[config.mk]
export PLATFORM = sky130hd
export DESIGN_NAME = uart_tx_slave
export DESIGN_NICKNAME = d
export VERILOG_FILES = /design/src/rtl/uart_tx_slave.sv
export SDC_FILE = /design/constraint.sdc
export NUM_CORES = 1
export LEC_CHECK = 0
export CAP_MARGIN = 25
export CORE_MARGIN = 4
export CORE_UTILIZATION = 40
export CTS_CLUSTER_SIZE = 24
export DETAILED_ROUTE_END_ITERATION = 7
export PLACE_DENSITY = 0.63
export SETUP_SLACK_MARGIN = 0.05
export SYNTH_ARGS = -nofsm -noshare
export SYNTH_HDL_FRONTEND = slang
export SYNTH_SLANG_ARGS = --single-unit
[constraint.sdc]
create_clock -name clk -period 5.5 [get_ports clk]
set_clock_uncertainty 0.1 [all_clocks]
set_input_delay 0.825 -clock clk [delete_from_list [all_inputs] [get_ports clk]]
set_output_delay 0.825 -clock clk [all_outputs]
set_load 0.005 [all_outputs]
[src/rtl/uart_tx_slave.sv]
// -----------------------------------------------------------------------------
// uart_tx_slave
//
// Wishbone (WB4, classic single-cycle) slave UART transmitter. The CPU pushes
// bytes into a small transmit FIFO through the DATA register. A framing FSM
// pops them and serialises each one on `tx` as an 8N1 frame, LSB first, with
// DELAY_CLOCKS clocks per bit cell. Frames follow each other without idle gaps
// while the FIFO holds data.
//
// Register map (only ADR_I[0] is decoded):
//   0x0 DATA   (W) push DAT_I[7:0]; reads return 0
//   0x1 STATUS (R) [7:0] FIFO used count, [8] busy, [9] overflow (sticky,
//                  cleared by a STATUS read), [10] full; writes ignored
//
// Optional feature:
//   UART_TX_PARITY_EN  when defined, an even-parity bit is sent between the
//                      last data bit and the stop bit (8E1 framing).
//
// Parameters:
//   FREQUENCY     clock frequency in Hz
//   BAUD_RATE     line rate in bit/s
//   DELAY_CLOCKS  clocks per bit cell (>= 2)
//   DEPTH         FIFO entries, power of two, 2..128
//
// Ports:
//   clk    in   system clock, rising edge
//   rst    in   asynchronous active-low reset
//   CYC_I  in   Wishbone cycle
//   STB_I  in   Wishbone strobe
//   WE_I   in   1 = write
//   ADR_I  in   address, bit 0 decoded
//   DAT_I  in   write data, bits [7:0] used
//   DAT_O  out  read data, valid in the ACK_O cycle, 0 otherwise
//   ACK_O  out  single-cycle acknowledge
//   tx     out  serial line, idle high
// -----------------------------------------------------------------------------
module uart_tx_slave #(
  parameter int FREQUENCY    = 25000000,
  parameter int BAUD_RATE    = 115200,
  parameter int DELAY_CLOCKS = FREQUENCY / BAUD_RATE,
  parameter int DEPTH        = 16
) (
  input  logic        clk,
  input  logic        rst,
  input  logic        CYC_I,
  input  logic        STB_I,
  input  logic        WE_I,
  input  logic [31:0] ADR_I,
  input  logic [31:0] DAT_I,
  output logic [31:0] DAT_O,
  output logic        ACK_O,
  output logic        tx
);

  localparam int PW = $clog2(DEPTH);   // pointer width
  localparam int CW = PW + 1;          // count width, holds 0..DEPTH

  localparam logic [31:0] DELAY_LAST = 32'(DELAY_CLOCKS - 1);
  localparam logic [CW-1:0] COUNT_FULL = CW'(DEPTH);

  localparam logic [2:0] S_IDLE   = 3'd0;
  localparam logic [2:0] S_START  = 3'd1;
  localparam logic [2:0] S_DATA   = 3'd2;
  localparam logic [2:0] S_STOP   = 3'd3;
`ifdef UART_TX_PARITY_EN
  localparam logic [2:0] S_PARITY = 3'd4;
`endif

  // ---------------------------------------------------------------------------
  // State
  // ---------------------------------------------------------------------------
  logic          ack_q;
  logic [31:0]   dat_q,   dat_d;
  logic          ovf_q,   ovf_d;
  logic [PW-1:0] wr_ptr_q, wr_ptr_d;
  logic [PW-1:0] rd_ptr_q, rd_ptr_d;
  logic [CW-1:0] count_q, count_d;

  logic [2:0]    state_q, state_d;
  logic [31:0]   delay_q, delay_d;
  logic [2:0]    bit_q,   bit_d;
  logic [7:0]    shift_q, shift_d;
  logic          tx_q,    tx_d;

  logic [7:0]    mem [DEPTH];

  // ---------------------------------------------------------------------------
  // Bus decode
  // ---------------------------------------------------------------------------
  logic bus_req;
  logic wr_data;
  logic rd_status;
  logic full;
  logic busy;
  logic push;
  logic pop;
  logic [31:0] status;

  // A request is taken only when ACK_O is low, so a held strobe produces one
  // acknowledge per access instead of a continuous stream.
  assign bus_req   = CYC_I & STB_I & ~ack_q;
  assign wr_data   = bus_req &  WE_I & ~ADR_I[0];
  assign rd_status = bus_req & ~WE_I &  ADR_I[0];

  // Full is taken from the registered count: a pop on the same edge does not
  // make room for a write that arrives while the FIFO is full.
  assign full = (count_q == COUNT_FULL);
  assign busy = (state_q != S_IDLE);
  assign push = wr_data & ~full;

  assign status = {21'd0, full, ovf_q, busy, 8'(count_q)};

  // Only bit 0 of the address and the low data byte are meaningful.
  logic unused_bits;
  assign unused_bits = ^{ADR_I[31:1], DAT_I[31:8]};

  // ---------------------------------------------------------------------------
  // Bus response, overflow flag and FIFO bookkeeping
  // ---------------------------------------------------------------------------
  always_comb begin
    // NOTE: every signal written here gets a default first, so no path can
    // leave it unassigned and infer a latch.
    dat_d    = 32'd0;
    ovf_d    = ovf_q;
    wr_ptr_d = wr_ptr_q;
    rd_ptr_d = rd_ptr_q;
    count_d  = count_q;

    if (rd_status) begin
      dat_d = status;
    end

    // Clear on the STATUS read, but a drop on the same edge wins.
    if (rd_status) ovf_d = 1'b0;
    if (wr_data && full) ovf_d = 1'b1;

    if (push) wr_ptr_d = wr_ptr_q + 1'b1;
    if (pop)  rd_ptr_d = rd_ptr_q + 1'b1;

    unique case ({push, pop})
      2'b10:   count_d = count_q + 1'b1;
      2'b01:   count_d = count_q - 1'b1;
      default: count_d = count_q;
    endcase
  end

  // ---------------------------------------------------------------------------
  // Framing FSM
  // ---------------------------------------------------------------------------
  logic       bit_end;
  logic [2:0] bit_next;

  assign bit_end  = (delay_q == DELAY_LAST);
  assign bit_next = bit_q + 3'd1;

  always_comb begin
    state_d = state_q;
    delay_d = delay_q;
    bit_d   = bit_q;
    shift_d = shift_q;
    tx_d    = tx_q;
    pop     = 1'b0;

    unique case (state_q)
      S_IDLE: begin
        tx_d    = 1'b1;
        delay_d = 32'd0;
        bit_d   = 3'd0;
        // The start bit is driven from the same edge that pops the byte, so
        // tx falls one clock after the write is acknowledged.
        if (count_q != '0) begin
          pop     = 1'b1;
          shift_d = mem[rd_ptr_q];
          tx_d    = 1'b0;
          state_d = S_START;
        end
      end

      S_START: begin
        if (bit_end) begin
          delay_d = 32'd0;
          bit_d   = 3'd0;
          tx_d    = shift_q[0];
          state_d = S_DATA;
        end else begin
          delay_d = delay_q + 32'd1;
        end
      end

      S_DATA: begin
        if (bit_end) begin
          delay_d = 32'd0;
          if (bit_q == 3'd7) begin
`ifdef UART_TX_PARITY_EN
            tx_d    = ^shift_q;
            state_d = S_PARITY;
`else
            tx_d    = 1'b1;
            state_d = S_STOP;
`endif
          end else begin
            bit_d = bit_next;
            tx_d  = shift_q[bit_next];
          end
        end else begin
          delay_d = delay_q + 32'd1;
        end
      end

`ifdef UART_TX_PARITY_EN
      S_PARITY: begin
        if (bit_end) begin
          delay_d = 32'd0;
          tx_d    = 1'b1;
          state_d = S_STOP;
        end else begin
          delay_d = delay_q + 32'd1;
        end
      end
`endif

      S_STOP: begin
        if (bit_end) begin
          delay_d = 32'd0;
          bit_d   = 3'd0;
          // Chain straight into the next start bit when data is waiting.
          if (count_q != '0) begin
            pop     = 1'b1;
            shift_d = mem[rd_ptr_q];
            tx_d    = 1'b0;
            state_d = S_START;
          end else begin
            tx_d    = 1'b1;
            state_d = S_IDLE;
          end
        end else begin
          delay_d = delay_q + 32'd1;
        end
      end

      default: begin
        delay_d = 32'd0;
        bit_d   = 3'd0;
        tx_d    = 1'b1;
        state_d = S_IDLE;
      end
    endcase
  end

  // ---------------------------------------------------------------------------
  // Registers
  // ---------------------------------------------------------------------------
  // NOTE: sequential state uses non-blocking assignments so every register
  // samples its inputs from before the edge, independent of statement order.
  always_ff @(posedge clk or negedge rst) begin
    if (!rst) begin
      ack_q    <= 1'b0;
      dat_q    <= 32'd0;
      ovf_q    <= 1'b0;
      wr_ptr_q <= '0;
      rd_ptr_q <= '0;
      count_q  <= '0;
      state_q  <= S_IDLE;
      delay_q  <= 32'd0;
      bit_q    <= 3'd0;
      shift_q  <= 8'd0;
      tx_q     <= 1'b1;
    end else begin
      ack_q    <= bus_req;
      dat_q    <= dat_d;
      ovf_q    <= ovf_d;
      wr_ptr_q <= wr_ptr_d;
      rd_ptr_q <= rd_ptr_d;
      count_q  <= count_d;
      state_q  <= state_d;
      delay_q  <= delay_d;
      bit_q    <= bit_d;
      shift_q  <= shift_d;
      tx_q     <= tx_d;
    end
  end

  // NOTE: the FIFO storage has no reset; clearing the pointers and count
  // already makes every entry unreachable, and an unreset array maps onto
  // plain RAM or flop arrays without reset routing.
  always_ff @(posedge clk) begin
    if (push) mem[wr_ptr_q] <= DAT_I[7:0];
  end

  assign ACK_O = ack_q;
  assign DAT_O = dat_q;
  assign tx    = tx_q;

endmodule

==> results.py <==
metrics = {
    "global_route": {
        "grt_start_max_net_pins": 70,
        "antenna_found_initial": 0,
        "grt_use_total_pct": 14.41,
        "overflow": 0,
        "grt_pass1_wl_um": 26970,
        "grt_pass1_vias": 4893,
    },
    "status": {
        "status": "finished clean",
    },
    "floorplan": {
        "row_count": 53,
        "die-height_um": 155.5,
        "ios": 103,
        "initial_core_util_pct": 41.00,
        "die-area_sq_mm": 0.02418,
        "core-area_sq_mm": 0.02122,
        "fp.dieW_um": 155.5,
    },
    "worst_setup_path": {
        "crit_chain": "inv_1, ha_1, nor4b_1, nand4_1, nor3_2, o21a_1, ha_1, xor2_1, ha_1, o21a_1, o21ai_0, nand3b_1, a21oi_1, xor2_1",
        "cp_max_fo": 8,
        "crit_family": "simple AND/OR/NAND/NOR gates",
        "crit_slowest_cell": "dfrtp_1",
        "required_ns": 5.76,
        "critical_path_arrival_ns": 3.85,
        "crit_buf_inv": 1,
        "crit_path_frequent_cell": "ha_1",
        "max_stage_delay_ns": 0.41,
        "worst_setup_path_start_kind": "flip-flop",
        "endpoint_kind": "flip-flop",
        "critical_path_class": "reg -> reg",
    },
    "clock_network": {
        "clk_latency_ns": 0.45,
        "tritoncts": "built",
        "hold_buffers": 0,
        "cts_sinks": 197,
        "cts-buffers-inserted": 17,
        "cts_resized": 0,
        "cts_max_level": 4,
        "clockBufferDepth": 2,
        "clk_pin_slew_ns": 0.08,
        "root_buffer": "clkbuf_16",
        "postCtsSetupBuffers": 0,
    },
    "place": {
        "pre_cts_ws_ns": 1.800,
        "gp_congestion": 0.7795,
        "dp_hpwl_um": 10800,
        "portBuffers": 23,
        "place_area_sq_mm": 0.009121,
        "dp.cells": 867,
    },
    "yosys": {
        "avgSynthCellArea_sq_um": 14.85,
        "synthFlopType": "edfxtp_1",
        "synthTopCellsByArea": "edfxtp_1 44%, dfrtp_1 20%, mux4_2 8.8%",
        "synth_area_sq_mm": 0.008701,
        "synthCells": 586,
        "synth.distinct_cells": 57,
        "synth-edff-count": 128,
        "yosysTopAreaCell": "edfxtp_1",
        "ys.warnings.count": 0,
        "ys_async_sr_fraction_pct": 35.03,
        "synth_commonest_cells": "128 x edfxtp_1, 68 x dfrtp_1, 47 x nor2_1, 34 x mux4_2, 28 x nand2_1",
        "synth_seq_cells": 197,
        "yosysSeqAreaShare_pct": 64.04,
        "synth.top_cell.area_share_pct": 44.18,
        "synth_most_common_cell": "edfxtp_1",
    },
    "final_layout": {
        "design_area_sq_mm": 0.009771,
        "antennaDiodeCount": 0,
        "synthToLayoutAreaGrowth_pct": 12.30,
        "fin_nets": 698,
        "fin_cells": 899,
        "fillCellCount": 1809,
        "drive_gt1_share_pct": 16.19,
    },
    "routing": {
        "ant_nets": 0,
        "vias": 4812,
        "drc": 0,
        "vias_per_cell": 5.353,
        "firstDrtPassIters": 5,
        "routed_wl_um": 16570,
        "wl_per_cell_um": 18.43,
        "drt-initial-drc-count": 341,
    },
    "flow_run": {
        "maxCapViolations": 0,
    },
    "timing": {
        "tns_ns": 0,
        "whs_ns": 0.3723,
        "fin_ws_ns": 1.916,
        "worstMarginPinSlew_ns": 0.9691,
        "period_minus_slack_ns": 3.584,
        "fin_crit_sh_pct": 65.17,
        "rsz0062_at_grt": "no",
        "drv_slew": 0,
        "slew_headroom_pct": 35.16,
        "finalHoldViolations": 0,
        "max_freq_ghz": 0.2790,
        "setup_violations": 0,
    },
    "min_path": {
        "hold_class": "reg -> reg",
    },
    "power_and_ir_drop": {
        "power.density_mw_per_mm2": 440.4,
        "vdd_drop_max_uv": 219.6,
        "cellLeakagePower_nw": 3.578,
    },
}
[report_power, final]
group          leakage (nW)  internal (mW)  total [mW]  switching, mW
clock                 0.310          0.645        1.32          0.673
sequential             2.05           1.70        1.86          0.160
combinational          1.22          0.547        1.13          0.580
[flip-flops by register name, summed over array words and instances (netlist names)]
name / count
rd_ptr_q: 4
tx: 1
ACK_O: 1
state_q: 2
ovf_q: 1
mem: 128
DAT_O: 8
delay_q: 32
shift_q: 8
wr_ptr_q: 4
count_q: 5
bit_q: 3
[logic make-up after synthesis]
logic type,Yosys count,share of synthesized area [%]
buffers and inverters,62,4.055
flip-flops,197,64.04
AND/OR/NAND/NOR,168,10.43
other,1,0.04310
AO/OA/AOI/OAI,55,4.242
XOR/XNOR,39,3.926
adder cells (fa/ha/maj),18,2.588
multiplexers,46,10.68
[per-stage QoR]
step,total power [mW],util (%)
global placement,2.978,42.98
finish,4.303,46.04
detailed placement,3.023,42.98
global route,4.527,46.04
floorplan,2.758,-
CTS,4.339,46.04
[cell type report]
type	count	area, sq um	share of cell area [%]
clock buffers	17	425.4	4.354
inverters	14	52.55	0.5378
well taps	275	344.1	3.522
multi-input cells	350	2867	29.34
flip-flops and latches	197	5573	57.04
clock inverters	15	224.0	2.292
repair buffers	31	285.3	2.920
[metal layers]
layer  share of wire [%]  vias up  global-route usage, %
met5                   0        -                      0
met4                 1.1        0                  4.752
met3                 4.5       13                  2.253
met2                  52      129                  24.19
met1                  43     2482                  19.30
li1                    -     2188                      -
[worst reg2reg max path: cells and delay by family (launching register included)]
kind / cells / cell delay, ns
flip-flops: 1 / 0.41
adder cells (fa/ha/maj): 3 / 0.77
AO/OA/AOI/OAI: 4 / 0.76
AND/OR/NAND/NOR: 4 / 1.15
XOR/XNOR: 2 / 0.27
buffers and inverters: 1 / 0.07
[cell usage in the layout (no fill, tap or decap), types with 8 or more instances in the layout]
master           instances
edfxtp_1               128
dfrtp_1                 67
nor2_1                  47
mux4_2                  34
nand2_1                 28
xor2_1                  24
conb_1                  24
clkdlybuf4s50_1         22
ha_1                    18
clkbuf_16               17
nand4_1                 15
xnor2_1                 15
a22oi_1                 15
inv_1                   13
and2_1                  13
nand3_1                 10
o21ai_0                 10
nor4_1                   9
a21oi_1                  9
mux2_4                   8
buf_4                    8
[final timing paths]
check                                     startpoint                 endpoint  slack, ns  cells past startpoint
worst max-delay path            delay_q[0]$_DFF_PN0_   count_q[4]$_DFFE_PN0P_       1.92                     14
worst min-delay path            delay_q[0]$_DFF_PN0_     delay_q[0]$_DFF_PN0_       0.37                      1
worst max register to register  delay_q[0]$_DFF_PN0_   count_q[4]$_DFFE_PN0P_       1.92                     14
worst min register to register  delay_q[0]$_DFF_PN0_     delay_q[0]$_DFF_PN0_       0.37                      1
max in group asynchronous                        rst  rd_ptr_q[0]$_DFFE_PN0P_       4.19                      2
min in group asynchronous                        rst    delay_q[25]$_DFF_PN0_       0.49                      2
Note: power is estimated with default switching activity, not from simulation.
==> variant 1 (same flow settings) <==
Build with the macro `UART_TX_PARITY_EN` defined.
--- a/src/rtl/uart_tx_slave.sv
+++ b/src/rtl/uart_tx_slave.sv
@@ -35,4 +35,6 @@
 //   tx     out  serial line, idle high
 // -----------------------------------------------------------------------------
+`define UART_TX_PARITY_EN
+
 module uart_tx_slave #(
   parameter int FREQUENCY    = 25000000,
Behaviour: no difference found for any inputs over 10 cycles, from zero or initial values and one cycle with rst low; that may be too few to reach the edited logic, so the function may still have changed.
==> variant 1 against the original RTL <==
- worst setup slack worse by 0.50 ns
- sequential share of layout area rose by 0.56 points
- critical path depth decreased by 1
- total power down 1.7%
- highest routed layer unchanged
- synthesized area is 0.86% higher
- final area shrank 0.50%
- sequential cell count up 1
- critical path type unchanged
- routed wire length fell by 5.6%
- largest cell class unchanged
==> variant 1: results <==
export IMPL_viasPerCell=5.232
export IMPL_cp_slowest_stage_delay_ns=0.72
export IMPL_holdWs_ns=0.4082
export IMPL_holdPathEnd="tx$_DFFE_PN1P_"
export IMPL_p_leak_nw=3.588
export IMPL_wl_met3_um=665
export IMPL_yosys_top_cells_area="edfxtp_1 (44%), dfrtp_1 (20%), mux4_2 (9.0%)"
export IMPL_p_per_area_nw_per_um2=435.3
export IMPL_routedWlPerCell_um=17.80
export IMPL_route_met2_wl_um=7711
export IMPL_grt_pass1_vias=4724
export IMPL_ir_drop_mv=0.2302
export IMPL_max_freq_mhz=245.0
export IMPL_wl_met1_um=7035
export IMPL_fin_nets=674
export IMPL_grt_met1_usage=0.1850
export IMPL_synthArstFlopShare=0.3535
export IMPL_layout_drive_gt1_share=0.1507
export IMPL_place_congestion=0.7893
export IMPL_dp_slack_ns=1.355
export IMPL_path_max_fanout=11
export IMPL_power_switching_w=0.001307
export IMPL_hpwl_um=10320
export IMPL_synth_common_cells="edfxtp_1 (128), dfrtp_1 (69), nor2_1 (55)"
export IMPL_placed_area_um2=9139
export IMPL_min_path_cells=2
export IMPL_grt_use_met3=0.02691
export IMPL_grt_usage=0.1368
export IMPL_clk_power_w=0.00121
export IMPL_status="finished clean"
export IMPL_yosysSeqAreaShare=0.6377
export IMPL_r2r_start="delay_q[21]$_DFF_PN0_"
export IMPL_drtIter0Drc=187
export IMPL_dp_cells=847
export IMPL_cpMaxStageDelayCell="or4_1"
export IMPL_post_synth_cell_area_avg_um2=15.48
export IMPL_use_met2=0.2227
export IMPL_min_from="tx$_DFFE_PN1P_"
export IMPL_maxSlewHeadroom=0.3876
export IMPL_clk_latency_ns=0.43
[variant 1: cell count changes after synthesis, moves of 5 or more]
| cell | delta |
|---|---|
| xnor2_1 | +7 |
| a22oi_1 | -15 |
| nand2_1 | -13 |
| buf_2 | -7 |
| ha_1 | -5 |
| nand3_1 | +6 |
| mux4_1 | +7 |
| nor2_1 | +8 |
| inv_1 | +8 |
[variant 1: kinds of logic after synthesis]
group           synth area share
flops                     0.6377
simple gates             0.09111
buf+inv                  0.04605
mux                       0.1282
xor+xnor                 0.04691
compound gates           0.02880
fa+ha+maj                0.02082
other cells            0.0004273
[variant 1: final cells by class]
cell class	instances	area, um^2	area share
repair buffers	27	255.2	0.02625
inverters	21	78.83	0.008108
clock buffers	17	425.4	0.04376
multi-input cells	326	2861	0.2943
flip-flops and latches	198	5599	0.5759
clock inverters	15	157.7	0.01622
well taps	275	344.1	0.03539
==> variant 2 (same flow settings) <==
Made on the original files. Compare `count_q` against `COUNT_FULL` with >= in place of ==.
--- a/src/rtl/uart_tx_slave.sv
+++ b/src/rtl/uart_tx_slave.sv
@@ -105,5 +105,5 @@
   // Full is taken from the registered count: a pop on the same edge does not
   // make room for a write that arrives while the FIFO is full.
-  assign full = (count_q == COUNT_FULL);
+  assign full = (count_q >= COUNT_FULL);
   assign busy = (state_q != S_IDLE);
   assign push = wr_data & ~full;
Function: no difference found for any inputs over 10 cycles, from zero or initial values and one cycle with rst low; that may be too few to reach the edited logic, so the function may still have changed.
==> variant 2 against the original RTL <==
- sequential power decreased by 2%
- first-iteration DRC count decreased by 21%
- total power decreased by 2.7%
- sequential cell count unchanged
- routed wire length increased by 1.7%
- synthesized area decreased by 0.42%
- final area decreased by 0.49%
- non-clock buffer count unchanged
- worst setup slack got worse by 0.058 ns
- global-route usage increased by 0.24 points
==> variant 2: results <==
export IMPL_clk_latency_ns=0.44
export IMPL_holdPathEnd="shift_q[7]$_DFFE_PN0P_"
export IMPL_placed_area_um2=9110
export IMPL_routedWlPerCell_um=18.51
export IMPL_dp_cells=878
export IMPL_ir_drop_mv=0.2390
export IMPL_grt_use_met3=0.03811
export IMPL_grt_met1_usage=0.1952
export IMPL_synth_common_cells="edfxtp_1 (128), dfrtp_1 (68), nor2_1 (60)"
export IMPL_worstPathArrival_ns=3.91
export IMPL_hpwl_um=10880
export IMPL_grt_antenna_before_repair=0
export IMPL_dp_slack_ns=1.716
export IMPL_power_switching_w=0.001359
export IMPL_maxSlewHeadroom=0.4113
export IMPL_ctsResizeCount=0
export IMPL_cts_root_buffer="clkbuf_16"
export IMPL_min_from="shift_q[7]$_DFFE_PN0P_"
export IMPL_cts_made_buffers=17
export IMPL_synthCells=597
export IMPL_grt_pass1_wl_um=27390
export IMPL_fillers=1835
export IMPL_reg2regPathDepth=13
export IMPL_yosys_top_cells_area="edfxtp_1 (44%), dfrtp_1 (20%), mux4_2 (8.8%)"
export IMPL_rrSetupSlack_ns=1.86
export IMPL_fin_cells=910
export IMPL_r2r_start="delay_q[11]$_DFF_PN0_"
export IMPL_synth_main_ff_cell="edfxtp_1"
export IMPL_post_cts_buffers=0
export IMPL_p_leak_nw=3.571
export IMPL_ant_nets=0
export IMPL_grt_usage=0.1465
export IMPL_reg_top3="mem x128, delay_q x32"
export IMPL_yosysSeqAreaShare=0.6430
export IMPL_grt_pass1_vias=5103
export IMPL_ys_types=50
export IMPL_vias=4861
export IMPL_drtIter0Drc=269
export IMPL_status="finished clean"
export IMPL_use_met2=0.2431
export IMPL_fin_nets=709
export IMPL_place_congestion=0.8207
export IMPL_layout_drive_gt1_share=0.1512
## variant 2: critical path: stages, from the launching register on
cell and delay (ns):
dfrtp_1 0.44, or4_1 0.54, or4_4 0.44, nor4_4 0.34
o21ai_1 0.20, inv_1 0.11, ha_1 0.33, xor2_1 0.11
ha_1 0.22, o21a_1 0.17, o21ai_0 0.14, nand3b_1 0.10
a21oi_1 0.19, xor2_1 0.15
## variant 2: cells by family (layout without fill, tap and decap cells)
group / Yosys count / in the layout / synth area share
adders and majority gates: 18 / 18 / 0.02599
buffers and inverters: 64 / 79 / 0.03870
AOI/OAI and AO/OA: 46 / 46 / 0.03654
other: 1 / 24 / 0.0004328
DFF: 197 / 197 / 0.6430
xor gates and xnor gates: 42 / 42 / 0.04245
and+or+nand+nor: 183 / 183 / 0.1089
muxes: 46 / 46 / 0.1040
## variant 2: cell type report
class | count | share of cell area
clock buffer | 17 | 0.04375
clock inverter | 15 | 0.01930
multi-input combinational | 359 | 0.2929
inverter | 16 | 0.006177
sequential | 197 | 0.5732
timing repair buffer | 31 | 0.02934
tap | 275 | 0.03539
## variant 2: power by group through the flow
| stage | Combinational [W] | Sequential (W) | Clock (W) |
|---|---|---|---|
| 2_1_floorplan | 0.000898 | 0.00179 | 0 |
| 3_3_place_gp | 0.00109 | 0.00184 | 0 |
| 3_5_place_dp | 0.00112 | 0.00185 | 0 |
| 4_1_cts | 0.00113 | 0.00182 | 0.00128 |
| 5_1_grt | 0.00124 | 0.00184 | 0.00134 |
| 6_report | 0.00111 | 0.00182 | 0.00126 |
## variant 2: layer usage
metal	part of all wire	wire [um]	up-vias
met4	0.0099	167	0
met1	0.44	7451	2478
met3	0.055	929	17
li1	-	-	2230
met5	0	0	-
met2	0.49	8291	136
## variant 2: per-stage QoR
| stage | util | hold slack [ns] |
|---|---|---|
| global placement | 0.4299 | 0.3841 |
| finish | 0.4596 | 0.4039 |
| floorplan | - | 0.3698 |
| global route | 0.4596 | 0.4204 |
| detailed placement | 0.4307 | 0.3928 |
| CTS | 0.4596 | 0.4053 |
## variant 2: how the worst max path moves through the flow
stage	startpoint	to	slack [ns]	depth (start not counted)
after global routing	delay_q[11]$_DFF_PN0_	count_q[4]$_DFFE_PN0P_	1.61	13
final	delay_q[11]$_DFF_PN0_	count_q[4]$_DFFE_PN0P_	1.86	13
after global placement	STB_I	mem[3][0]$_DFFE_PP_	1.70	7
after floorplan	delay_q[11]$_DFF_PN0_	count_q[4]$_DFFE_PN0P_	2.10	14
after CTS	delay_q[11]$_DFF_PN0_	count_q[4]$_DFFE_PN0P_	1.82	13
after detailed placement	STB_I	count_q[4]$_DFFE_PN0P_	1.72	14
